===== src/rtl/mem_arbiter.sv =====
// CPU/DMA arbiter for the shared unified memory of the multi-cycle core.
// Fixed CPU priority, DMA anti-starvation override, hung-access timeout.
module mem_arbiter #(
  parameter int ADDR_W   = 32,
  parameter int DATA_W   = 32,
  parameter int MAX_WAIT = 4,
  parameter int TIMEOUT  = 16
) (
  input  logic              clk,
  input  logic              rst,
  input  logic              cpu_req,
  input  logic              cpu_we,
  input  logic [ADDR_W-1:0] cpu_addr,
  input  logic [DATA_W-1:0] cpu_wdata,
  output logic              cpu_done,
  output logic              cpu_err,
  output logic [DATA_W-1:0] cpu_rdata,
  output logic              cpu_stall,
  input  logic              dma_req,
  input  logic              dma_we,
  input  logic [ADDR_W-1:0] dma_addr,
  input  logic [DATA_W-1:0] dma_wdata,
  output logic              dma_done,
  output logic              dma_err,
  output logic [DATA_W-1:0] dma_rdata,
  output logic              mem_rd,
  output logic              mem_wr,
  output logic [ADDR_W-1:0] mem_addr,
  output logic [DATA_W-1:0] mem_wdata,
  input  logic [DATA_W-1:0] mem_rdata,
  input  logic              mem_ready
);

  localparam int WW = $clog2(MAX_WAIT + 1);
  localparam int TW = $clog2(TIMEOUT);

  typedef enum logic [1:0] {
    IDLE,
    CPU_ACC,
    DMA_ACC
  } state_t;

  state_t          state, state_nx;
  logic [WW-1:0]   wait_cnt;
  logic [TW-1:0]   tmo_cnt;
  logic            we_lat;
  logic            cpu_elig, dma_elig, dma_win;
  logic            grant_cpu, grant_dma;
  logic            acc, tmo_hit;

  assign acc       = (state != IDLE);
  assign mem_rd    = acc & ~we_lat;
  assign mem_wr    = acc & we_lat;
  assign cpu_stall = cpu_req & ~cpu_done;
  assign tmo_hit   = (tmo_cnt == TW'(TIMEOUT - 1));

  // A port whose done/err is showing this cycle may not be re-granted yet
  assign cpu_elig = cpu_req & ~cpu_done & ~cpu_err;
  assign dma_elig = dma_req & ~dma_done & ~dma_err;
  assign dma_win  = dma_elig &
                    (~cpu_elig | (wait_cnt >= WW'(MAX_WAIT)));

  always_comb begin
    state_nx  = state;
    grant_cpu = 1'b0;
    grant_dma = 1'b0;
    unique case (state)
      IDLE: begin
        unique case (1'b1)
          dma_win: begin
            grant_dma = 1'b1;
            state_nx  = DMA_ACC;
          end
          cpu_elig: begin
            grant_cpu = 1'b1;
            state_nx  = CPU_ACC;
          end
          default: state_nx = IDLE;
        endcase
      end
      CPU_ACC, DMA_ACC: begin
        if (mem_ready || tmo_hit)
          state_nx = IDLE;
      end
      default: state_nx = IDLE;
    endcase
  end

  always_ff @(posedge clk or negedge rst) begin
    if (!rst) begin
      state     <= IDLE;
      we_lat    <= 1'b0;
      mem_addr  <= '0;
      mem_wdata <= '0;
    end else begin
      state <= state_nx;
      if (grant_dma) begin
        we_lat    <= dma_we;
        mem_addr  <= dma_addr;
        mem_wdata <= dma_wdata;
      end else if (grant_cpu) begin
        we_lat    <= cpu_we;
        mem_addr  <= cpu_addr;
        mem_wdata <= cpu_wdata;
      end
    end
  end

  always_ff @(posedge clk or negedge rst) begin
    if (!rst) begin
      tmo_cnt  <= '0;
      wait_cnt <= '0;
    end else begin
      if (acc && !mem_ready && !tmo_hit)
        tmo_cnt <= tmo_cnt + TW'(1);
      else
        tmo_cnt <= '0;
      if (!dma_req || grant_dma)
        wait_cnt <= '0;
      else if (state != DMA_ACC && wait_cnt != WW'(MAX_WAIT))
        wait_cnt <= wait_cnt + WW'(1);
    end
  end

  // mem_ready on the limit cycle still counts as success
  always_ff @(posedge clk or negedge rst) begin
    if (!rst) begin
      cpu_done  <= 1'b0;
      cpu_err   <= 1'b0;
      dma_done  <= 1'b0;
      dma_err   <= 1'b0;
      cpu_rdata <= '0;
      dma_rdata <= '0;
    end else begin
      cpu_done <= (state == CPU_ACC) & mem_ready;
      cpu_err  <= (state == CPU_ACC) & ~mem_ready & tmo_hit;
      dma_done <= (state == DMA_ACC) & mem_ready;
      dma_err  <= (state == DMA_ACC) & ~mem_ready & tmo_hit;
      if (state == CPU_ACC && mem_ready && !we_lat)
        cpu_rdata <= mem_rdata;
      if (state == DMA_ACC && mem_ready && !we_lat)
        dma_rdata <= mem_rdata;
    end
  end

endmodule

===== config.mk =====
export PLATFORM = sky130hd
export DESIGN_NAME = mem_arbiter
export DESIGN_NICKNAME = d
export VERILOG_FILES = /design/src/rtl/mem_arbiter.sv
export SDC_FILE = /design/constraint.sdc
export NUM_CORES = 1
export LEC_CHECK = 0
export ABC_CLOCK_PERIOD_IN_PS = 4100
export BUFFER_PORTS_ARGS = -buffer_cell sky130_fd_sc_hd__buf_2
export CAP_MARGIN = 20
export CORE_AREA = 2 2 133 103
export DETAILED_ROUTE_END_ITERATION = 8
export DIE_AREA = 0 0 135 105
export PLACE_DENSITY_LB_ADDON = 0.05
export SETUP_SLACK_MARGIN = 0.1
export SKIP_CTS_REPAIR_TIMING = 1
export SYNTH_ARGS = -nofsm -noshare
export SYNTH_HDL_FRONTEND = slang
export SYNTH_SLANG_ARGS = --single-unit

===== constraint.sdc =====
create_clock -name clk -period 4.1 [get_ports clk]
set_input_delay 1.23 -clock clk [delete_from_list [all_inputs] [get_ports clk]]
set_output_delay 1.23 -clock clk [all_outputs]
set_load 0.02 [all_outputs]

==> results by group <==
Cells and area
  – Layout fillers: 1014
  – P&R area growth vs syn: 36.0%
  – Nets: 879
  – Most frequent cells in the layout: buf_2, mux2_2, dfrtp_1, clkbuf_16
  – Antenna fix cells: 0
  – Layout Cells excl Fill: 889
  – Fin area: 0.00855 mm2
  – Most common cell after layout, fill and taps aside: buf_2
  – Share of layout cells above drive strength 1: 0.745

Placement
  – Setup WS pre-CTS: 1070 ps
  – PortBufs: 301
  – Post-DP Area: 0.00791 mm2
  – GP Congestion: 0.772
  – Placed cell count: 858
  – Post-DP HPWL: 11400 um

STA
  – Setup Viol. Count Final: 0
  – Clock skew: 12.8 ps
  – Hold Slack: 468 ps
  – Fin crit share: 0.695
  – Slew HR: 0.500
  – Worst-margin pin slew: 750 ps
  – Slew Limit Fails: 0
  – RSZ-0062 raised after global routing: no
  – F_max: 0.351 GHz
  – Setup ws final: 1250 ps
  – Final Critical Period: 2850 ps
  – Hold Fails Final Rpt: 0
  – Setup TNS: 0 ps

Status
  – Status: finished, final reports clean

Routing
  – Avg Vias per Cell: 4.98
  – First drt pass iteration count: 4
  – Remaining DRCs: 0
  – DRT iter0 DRCs: 107
  – Vias: 4430
  – Routed WL per cell: 17.4 um
  – Antenna viol nets, final: 0
  – Routed Wire Length: 15500 um

Logic synthesis
  – Mapped cell area: 0.00629 mm2
  – Syn Nets: 574
  – Synthesized flop and latch total: 142
  – Main synth FF type: dfrtp_1
  – Number of flops mapped to enable cells by yosys: 0
  – Sequential fraction of the synthesis area: 0.565
  – Syn. warnings: 0
  – Synth async-reset ratio: 1.00
  – Synth cell types: 26
  – Syn Inst Count: 401
  – Synth Area per Inst: 15.7 um2

Setup path
  – Flop2flop setup slack: 1610 ps
  – Slowest-stage cell, CP: buf_2
  – FF-to-FF End: mem_wdata[1]
  – Required @ worst endpoint: 2870 ps
  – Critical setup path kind: in2out
  – Setup crit start kind: input port
  – CP arrival: 1620 ps
  – R2R Path Start: state[1]
  – Crit path capture type: output port
  – Worst Path Max Fanout: 3
  – CP cell instances: buf_2 > nor2b_1 > buf_2
  – CP peak stage delay: 160 ps
  – FF-to-FF path depth: 6
  – Worst path most repeated cell: buf_2

Hold path
  – Hold Crit Class: reg2reg
  – Min-delay src: tmo_cnt[0]
  – WHS Path Cells: 1
  – Hold path endpoint: tmo_cnt[0]

Die
  – Row cnt: 36
  – Die width: 135 um
  – Initial core utilization: 0.492
  – Die Area: 0.0142 mm2
  – I/O Pins: 302
  – Die height: 105 um
  – Core area: 0.0128 mm2

Clocking
  – Clock Latency Late Sink: 410 ps
  – Clock slew at the register clock pins of the worst setup and hold paths: 50 ps
  – Max clock buf depth: 2
  – Clk root buf: clkbuf_16
  – Clock H-tree levels: 4
  – CTS tree: done
  – Num CTS Buffers: 17
  – Clk sinks: 142

Global route
  – Tot GR Track Use: 0.222
  – Number of global-route vias before repair: 4839
  – Antenna violations before repair: 0
  – First-pass GRT wire length: 24200 um
  – Largest net degree at the start of global routing: 82
  – Overflow after GRT: 0

Run
  – Max-cap violations: 0

Pwr
  – Power Density: 865 mW/mm2
  – Maximum VDD drop: 0.503 mV
  – Leakage power: 4.28 nW
-- cell usage after synthesis (2+ instances only) --
library cell  number  area, um2
buf_2              8       40.0
buf_12             2       40.0
nand2_1            3       11.3
buf_6              8       90.1
mux2_4             6       90.1
mux2_2           190       2140
and2_1             2       12.5
nand3_1            2       10.0
ha_1               6       75.1
and3_1             3       18.8
dfrtp_1          142       3550
nor3b_1            3       22.5
xnor2_1            2       17.5
inv_1              4       15.0
nor2_1             6       22.5
buf_4              2       15.0
nor2b_1            3       18.8
-- layer usage --
layer  share of wire  global-route usage
met5               0                   0
met3           0.096              0.0902
met1            0.36               0.227
met4           0.016              0.0751
met2            0.52               0.408
-- flip-flops by register name, summed over array words and instances, names as in the netlist, 2 cells and up --
| name | flops |
|---|---|
| tmo_cnt | 4 |
| dma_rdata | 32 |
| wait_cnt | 3 |
| mem_addr | 32 |
| mem_wdata | 32 |
| cpu_rdata | 32 |
| state | 2 |
-- critical path: cells and delay by family --
kind / cells / cell delay, ps
and+or+nand+nor: 1 / 120
buffers and inverters: 2 / 270
-- metrics by stage --
stage / util / power, W
2_1_floorplan: - / 0.00474
3_5_place_dp: 0.618 / 0.00577
3_3_place_gp: 0.618 / 0.00565
6_report: 0.669 / 0.00740
5_1_grt: 0.669 / 0.00782
4_1_cts: 0.669 / 0.00748
-- logic make-up (layout without fill, tap and decap cells) --
logic type,count (synthesis),count (layout),synth area share
buffers and inverters,24,341,0.0318
XOR/XNOR,3,3,0.00418
multiplexers,197,197,0.356
AO/OA/AOI/OAI,3,3,0.00358
adder cells (fa/ha/maj),6,6,0.0119
flip-flops,142,142,0.565
AND/OR/NAND/NOR,26,26,0.0273
-- power by group --
group          leakage, nW  internal, W  switching (W)  total (W)
sequential            1.71      0.00208       0.000326    0.00241
clock                0.312      0.00111       0.000568    0.00167
combinational         2.25      0.00157        0.00174    0.00331
total                 4.28      0.00476        0.00264    0.00740
-- final cells by class --
| cell class | instances | area, um2 | area share |
|---|---|---|---|
| multi-input cells | 235 | 2540 | 0.297 |
| inverters | 4 | 15.0 | 0.00176 |
| clock buffers | 20 | 457 | 0.0534 |
| clock inverters | 11 | 189 | 0.0221 |
| well taps | 171 | 214 | 0.0250 |
| repair buffers | 306 | 1590 | 0.186 |
| flip-flops and latches | 142 | 3550 | 0.415 |
-- worst max path at each step --
stage	start	end	slack, ps	depth (start not counted)
2_1_floorplan	cpu_req	cpu_stall	1310	1
3_3_place_gp	cpu_req	mem_addr[16]	1110	5
3_5_place_dp	cpu_req	mem_addr[16]	1070	5
4_1_cts	cpu_req	cpu_stall	1240	3
5_1_grt	cpu_req	cpu_stall	1230	3
6_report	cpu_req	cpu_stall	1250	3
Power figures use the tool's default switching activity.
